## config.mk

```make
export PLATFORM = sky130hd
export DESIGN_NAME = k10_lsu
export DESIGN_NICKNAME = d
export VERILOG_FILES = /design/src/rtl/komandara_k10_pkg.sv /design/src/rtl/k10_lsu_align.sv /design/src/rtl/k10_lsu.sv
export SDC_FILE = /design/constraint.sdc
export NUM_CORES = 1
export LEC_CHECK = 0
export ABC_AREA = 1
export BUFFER_PORTS_ARGS = -buffer_cell sky130_fd_sc_hd__buf_2
export CAP_MARGIN = 10
export CORE_MARGIN = 2
export CORE_UTILIZATION = 52
export DETAILED_ROUTE_END_ITERATION = 12
export HOLD_SLACK_MARGIN = 0.12
export PLACE_DENSITY_LB_ADDON = 0.25
export RECOVER_POWER = 50
export SYNTH_ARGS = -nofsm -noshare
export SYNTH_HDL_FRONTEND = slang
export SYNTH_SLANG_ARGS = --single-unit
```

## constraint.sdc

```tcl
create_clock -name i_clk -period 3.36 [get_ports i_clk]
set_input_delay 0.504 -clock i_clk [delete_from_list [all_inputs] [get_ports i_clk]]
set_output_delay 0.504 -clock i_clk [all_outputs]
set_load 0.05 [all_outputs]
```

## src/rtl/komandara_k10_pkg.sv

```systemverilog
// Shared types for the K10 load/store unit: access sizes and FSM states.
package komandara_k10_pkg;

  typedef enum logic [1:0] {
    LSU_BYTE = 2'b00,
    LSU_HALF = 2'b01,
    LSU_WORD = 2'b10
  } lsu_size_e;

  typedef enum logic [1:0] {
    IDLE = 2'b00,
    REQ  = 2'b01,
    WAIT = 2'b10,
    DONE = 2'b11
  } lsu_state_e;

endpackage

```

## src/rtl/k10_lsu_align.sv

```systemverilog
// Combinational data path for the LSU: byte enables, store lane replication,
// misalignment detection and load lane select with sign/zero extension.
module k10_lsu_align
  import komandara_k10_pkg::*;
(
  input  lsu_size_e   size_i,
  input  logic [1:0]  addr_lo_i,
  input  logic [31:0] wdata_i,
  output logic        misaligned_o,
  output logic [3:0]  be_o,
  output logic [31:0] wdata_o,
  input  lsu_size_e   ld_size_i,
  input  logic [1:0]  ld_addr_lo_i,
  input  logic        ld_unsigned_i,
  input  logic [31:0] rdata_i,
  output logic [31:0] ld_data_o
);

  logic [31:0] shifted;

  always_comb begin
    misaligned_o = 1'b0;
    be_o         = 4'b0000;
    wdata_o      = wdata_i;
    case (size_i)
      LSU_BYTE: begin
        be_o    = 4'b0001 << addr_lo_i;
        wdata_o = {4{wdata_i[7:0]}};
      end
      LSU_HALF: begin
        misaligned_o = addr_lo_i[0];
        be_o         = 4'b0011 << addr_lo_i;
        wdata_o      = {2{wdata_i[15:0]}};
      end
      LSU_WORD: begin
        misaligned_o = (addr_lo_i != 2'b00);
        be_o         = 4'b1111;
      end
      default: misaligned_o = 1'b1; // 2'b11 is an illegal size
    endcase
  end

  always_comb begin
    shifted   = rdata_i >> {ld_addr_lo_i, 3'b000};
    ld_data_o = rdata_i;
    case (ld_size_i)
      LSU_BYTE: ld_data_o = {{24{~ld_unsigned_i & shifted[7]}}, shifted[7:0]};
      LSU_HALF: ld_data_o = {{16{~ld_unsigned_i & shifted[15]}}, shifted[15:0]};
      default:  ld_data_o = rdata_i;
    endcase
  end

endmodule

```

## src/rtl/k10_lsu.sv

```systemverilog
// K10 load/store unit: single-outstanding OBI-style data port driven by a
// four-state FSM, with optional grant timeout that aborts with a bus error.
module k10_lsu
  import komandara_k10_pkg::*;
#(
  parameter int unsigned TIMEOUT_CYCLES = 0
) (
  input  logic        i_clk,
  input  logic        i_rst,
  input  logic        i_valid,
  input  logic        i_we,
  input  logic [1:0]  i_size,
  input  logic        i_unsigned,
  input  logic [31:0] i_addr,
  input  logic [31:0] i_wdata,
  output logic        o_busy,
  output logic        o_data_req,
  output logic [31:0] o_data_addr,
  output logic        o_data_we,
  output logic [3:0]  o_data_be,
  output logic [31:0] o_data_wdata,
  input  logic        i_data_gnt,
  input  logic        i_data_rvalid,
  input  logic [31:0] i_data_rdata,
  input  logic        i_data_err,
  output logic        o_valid,
  output logic [31:0] o_rdata,
  output logic        o_err_misaligned,
  output logic        o_err_bus
);

  localparam logic [31:0] TimeoutLimit = 32'(TIMEOUT_CYCLES);

  lsu_state_e  state_q, state_d;
  logic        we_q, we_d;
  lsu_size_e   size_q, size_d;
  logic        uns_q, uns_d;
  logic [1:0]  addr_lo_q, addr_lo_d;
  logic [31:0] data_addr_q, data_addr_d;
  logic [3:0]  be_q, be_d;
  logic [31:0] wdata_q, wdata_d;
  logic [31:0] rdata_q, rdata_d;
  logic        err_mis_q, err_mis_d;
  logic        err_bus_q, err_bus_d;
  logic [31:0] cnt_q, cnt_d;

  logic        misaligned;
  logic [3:0]  be_new;
  logic [31:0] wdata_new;
  logic [31:0] ld_data;

  k10_lsu_align u_align (
    .size_i        (lsu_size_e'(i_size)),
    .addr_lo_i     (i_addr[1:0]),
    .wdata_i       (i_wdata),
    .misaligned_o  (misaligned),
    .be_o          (be_new),
    .wdata_o       (wdata_new),
    .ld_size_i     (size_q),
    .ld_addr_lo_i  (addr_lo_q),
    .ld_unsigned_i (uns_q),
    .rdata_i       (i_data_rdata),
    .ld_data_o     (ld_data)
  );

  always_comb begin
    state_d     = state_q;
    we_d        = we_q;
    size_d      = size_q;
    uns_d       = uns_q;
    addr_lo_d   = addr_lo_q;
    data_addr_d = data_addr_q;
    be_d        = be_q;
    wdata_d     = wdata_q;
    rdata_d     = rdata_q;
    err_mis_d   = err_mis_q;
    err_bus_d   = err_bus_q;
    cnt_d       = cnt_q;
    case (state_q)
      IDLE: begin
        if (i_valid) begin
          we_d        = i_we;
          size_d      = lsu_size_e'(i_size);
          uns_d       = i_unsigned;
          addr_lo_d   = i_addr[1:0];
          data_addr_d = {i_addr[31:2], 2'b00};
          be_d        = be_new;
          wdata_d     = wdata_new;
          rdata_d     = 32'h0;
          err_mis_d   = misaligned;
          err_bus_d   = 1'b0;
          cnt_d       = 32'h0;
          state_d     = misaligned ? DONE : REQ;
        end
      end
      REQ: begin
        if (i_data_gnt) begin
          state_d = WAIT;
        end else begin
          cnt_d = cnt_q + 32'd1;
          if ((TimeoutLimit != 32'd0) && (cnt_q + 32'd1 == TimeoutLimit)) begin
            state_d   = DONE;
            err_bus_d = 1'b1;
          end
        end
      end
      WAIT: begin
        if (i_data_rvalid) begin
          state_d   = DONE;
          err_bus_d = i_data_err;
          rdata_d   = (we_q || i_data_err) ? 32'h0 : ld_data;
        end
      end
      DONE:    state_d = IDLE;
      default: state_d = IDLE;
    endcase
  end

  always_ff @(posedge i_clk) begin
    if (i_rst) begin
      state_q     <= IDLE;
      we_q        <= 1'b0;
      size_q      <= LSU_BYTE;
      uns_q       <= 1'b0;
      addr_lo_q   <= 2'b00;
      data_addr_q <= 32'h0;
      be_q        <= 4'h0;
      wdata_q     <= 32'h0;
      rdata_q     <= 32'h0;
      err_mis_q   <= 1'b0;
      err_bus_q   <= 1'b0;
      cnt_q       <= 32'h0;
    end else begin
      state_q     <= state_d;
      we_q        <= we_d;
      size_q      <= size_d;
      uns_q       <= uns_d;
      addr_lo_q   <= addr_lo_d;
      data_addr_q <= data_addr_d;
      be_q        <= be_d;
      wdata_q     <= wdata_d;
      rdata_q     <= rdata_d;
      err_mis_q   <= err_mis_d;
      err_bus_q   <= err_bus_d;
      cnt_q       <= cnt_d;
    end
  end

  assign o_busy           = (state_q != IDLE);
  assign o_data_req       = (state_q == REQ);
  assign o_data_addr      = data_addr_q;
  assign o_data_we        = we_q;
  assign o_data_be        = be_q;
  assign o_data_wdata     = wdata_q;
  assign o_valid          = (state_q == DONE);
  assign o_rdata          = rdata_q;
  assign o_err_misaligned = err_mis_q;
  assign o_err_bus        = err_bus_q;

endmodule

```

==> run summary <==
Yosys
- **Post-synth ARST share** 0
- **post-synth top area cell** sky130_fd_sc_hd__dfxtp_1
- **synth top area cells** sky130_fd_sc_hd__dfxtp_1 43%, sky130_fd_sc_hd__nand2_1 11%, sky130_fd_sc_hd__nor2_1 8.9%
- **Post-synth EDFFs** 0
- **top post-synthesis cells by count** 145 x sky130_fd_sc_hd__nand2_1, 119 x sky130_fd_sc_hd__nor2_1, 108 x sky130_fd_sc_hd__dfxtp_1
- **Yosys cell types** 32
- **main flop type after synthesis** sky130_fd_sc_hd__dfxtp_1
- **number of warnings issued by yosys** 0
- **synthesized area divided by synthesized cell count** 7.00 µm²
- **Yosys top cell area share** 0.430
- **number of instances in the synthesized netlist** 718
- **share of synthesized area occupied by flip-flops and latches** 0.430
- **post-synthesis instance area** 5020 µm²
- **most frequently used cell type in the post-synthesis netlist** sky130_fd_sc_hd__nand2_1
- **post-synthesis register bit count** 108

Final layout
- **number of nets in the layout** 1007
- **utilization after layout** 0.657
- **number of diodes** 0
- **Final Non-Filler Cells** 1030
- **synthesis-to-finish area growth** 22.0%
- **layout cells sized above 1** 0.169

Power
- **Static Leak** 2.56 nW
- **Final Power** 4.93 mW
- **power density over cell area** 804 nW/µm²
- **worst ir drop on vdd** 497 µV

STA
- **Tightest Pin Transition** 905 ps
- **Post-Route Setup TNS** 0 ps
- **Setup violations, final** 0
- **worst-case clock skew** 20.9 ps
- **Hold Vio Cnt, Final** 0
- **minimum clock period after layout** 2280 ps
- **fmax** 438 MHz
- **number of slew-limit violations in the final report** 0
- **setup repair after global routing missed its margin** no
- **final period utilization** 0.679
- **worst slew slack as a fraction of its limit** 0.396

Worst setup path
- **required time of the worst setup path** 3660 ps
- **type of the worst setup path** reg -> reg
- **slowest stage cell on the critical path** sky130_fd_sc_hd__nor2_1
- **cell breakdown of the critical path** inv_1 -> ha_1 -> nand2_2 -> buf_4 -> nor2_1 -> nand2_1 -> a31oi_1
- **maximum single-stage delay on the critical path** 700 ps
- **Register-to-Register Setup Slack** 1080 ps
- **largest fanout on the critical path** 67
- **Worst setup EP type** register
- **WP data arrival** 2590 ps
- **Setup crit start kind** register

Clocking
- **count of instances resized after the clock tree is built** 0
- **buffers inserted by post-CTS timing repair** 0
- **clock latency at the later pin of the worst-skew pair** 380 ps
- **hold buffer count at cts** 0
- **clock root buffer** sky130_fd_sc_hd__clkbuf_8
- **clock tree from TritonCTS** built
- **total number of H-tree levels** 3
- **number of buffers inserted during clock tree synthesis** 9
- **clock slew at the register clock pins of the worst setup and hold paths** 120 ps
- **number of sinks on the clock net** 108
- **number of buffers on the longest clock path** 2

GRT
- **vias in the first global route** 5037
- **initial antenna violation count** 0
- **global-route wire length before repair** 23200 µm
- **leftover overflow at the end of global routing** 0
- **largest net degree at the start of global routing** 68
- **total routing resource utilization after global routing** 0.279

Floorplanning
- **Core Area** 9330 µm²
- **Die H** 102 µm
- **full die area** 10500 µm²
- **I/O pin count** 212
- **Horiz. Die Dim** 102 µm
- **Placement Rows** 35
- **starting density of the core** 0.539

Flow run
- **number of maximum-capacitance violations** 0

Detailed routing
- **post-DR vias/cell** 5.30
- **count of antenna-violating nets left after detailed routing** 0
- **DRC marker count from the first detailed-route iteration** 205
- **# DRC** 0
- **Avg WL per Cell** 14.6 µm
- **total wirelength of the detailed-routed design** 15100 µm
- **DRT Pass-1 Iters** 5
- **routed via count** 5461

Place
- **weighted congestion at the end of routability-driven global placement** 0.904
- **number of port buffers** 209
- **Cells after DPL** 1013
- **half-perimeter wire length after detailed placement** 10800 µm

Min path
- **Hold WC Path Type** in -> reg

Run status
- **result of the run** completed

==> final timing paths <==
check,end,startpoint,cells past startpoint
setup / recovery,o_data_wdata[23]$_SDFFE_PP0P_,state_q[0]$_SDFFE_PP0P_,7
hold / removal,o_data_addr[20]$_SDFFE_PP0P_,i_addr[20],3
setup reg to reg,o_data_wdata[23]$_SDFFE_PP0P_,state_q[0]$_SDFFE_PP0P_,7
hold reg to reg,o_rdata[26]$_SDFFE_PP0P_,o_rdata[26]$_SDFFE_PP0P_,2
==> critical path, delay by kind of cell (launching register included) <==
| kind | cells | cell delay (ps) |
|---|---|---|
| AO/OA/AOI/OAI | 1 | 210 |
| adder cells (fa/ha/maj) | 1 | 280 |
| buffers and inverters | 2 | 440 |
| flip-flops | 1 | 360 |
| AND/OR/NAND/NOR | 3 | 910 |
==> cells by family after synthesis <==
group	count (synthesis)	share of synthesized area
simple gates	324	0.270
compound gates	186	0.203
flops	108	0.430
buf+inv	94	0.0842
fa+ha+maj	5	0.0125
other cells	1	0.000746
==> power by group <==
part / internal [mW] / switching (mW)
Sequential: 1.53 / 0.166
Combinational: 0.550 / 1.87
Clock: 0.300 / 0.508
Total: 2.38 / 2.55
==> stage by stage <==
| step | worst slack, ps | hold WS [ps] | area [µm²] |
|---|---|---|---|
| final | 1080 | 360 | 6130 |
| after global routing | 854 | 367 | 6130 |
| after CTS | 1110 | 356 | 6230 |
| after floorplan | 1830 | 487 | 5030 |
| after global placement | 1250 | 452 | 6030 |
| after detailed placement | 1120 | 455 | 6030 |
==> layer usage <==
| metal | wire, µm | track usage | share of wire |
|---|---|---|---|
| met1 | 5910 | 0.323 | 0.39 |
| met2 | 7460 | 0.487 | 0.50 |
| met5 | 0 | 0 | 0 |
| met3 | 1120 | 0.0609 | 0.075 |
| met4 | 557 | 0.138 | 0.037 |
==> area by class of cell <==
| cell class | instances | area [µm²] |
|---|---|---|
| fillers | 931 | 3200 |
| multi-input cells | 517 | 2450 |
| flip-flops and latches | 108 | 2160 |
| repair buffers | 216 | 990 |
| inverters | 44 | 165 |
| well taps | 129 | 161 |
| clock buffers | 9 | 124 |
| clock inverters | 7 | 75.1 |
==> layout by cell type (no fill, tap or decap), types with 2 or more instances in the layout <==
cell / count
sky130_fd_sc_hd__a31oi_1: 6
sky130_fd_sc_hd__or2_2: 7
sky130_fd_sc_hd__clkbuf_8: 9
sky130_fd_sc_hd__conb_1: 2
sky130_fd_sc_hd__nand2_1: 144
sky130_fd_sc_hd__nor2_1: 119
sky130_fd_sc_hd__dfxtp_1: 108
sky130_fd_sc_hd__nand3_2: 2
sky130_fd_sc_hd__buf_4: 6
sky130_fd_sc_hd__nand3_1: 28
sky130_fd_sc_hd__inv_8: 3
sky130_fd_sc_hd__o21ai_0: 85
sky130_fd_sc_hd__buf_2: 106
sky130_fd_sc_hd__a22oi_1: 8
sky130_fd_sc_hd__o211ai_1: 8
sky130_fd_sc_hd__a21oi_1: 68
sky130_fd_sc_hd__clkbuf_1: 103
sky130_fd_sc_hd__inv_1: 37
sky130_fd_sc_hd__inv_2: 6
sky130_fd_sc_hd__nor3_1: 16
sky130_fd_sc_hd__o221ai_1: 8
sky130_fd_sc_hd__nor2_4: 2
sky130_fd_sc_hd__ha_1: 5
==> sequential cells by signal, summed over array words and instances, names as in the netlist <==
name	flops
addr_lo_q	2
o_err_bus	1
o_data_addr	30
o_data_be	4
o_data_wdata	32
o_rdata	32
o_data_we	1
o_err_misaligned	1
state_q	2
size_q	2
uns_q	1
No activity file was read; power rests on OpenSTA's default activity.
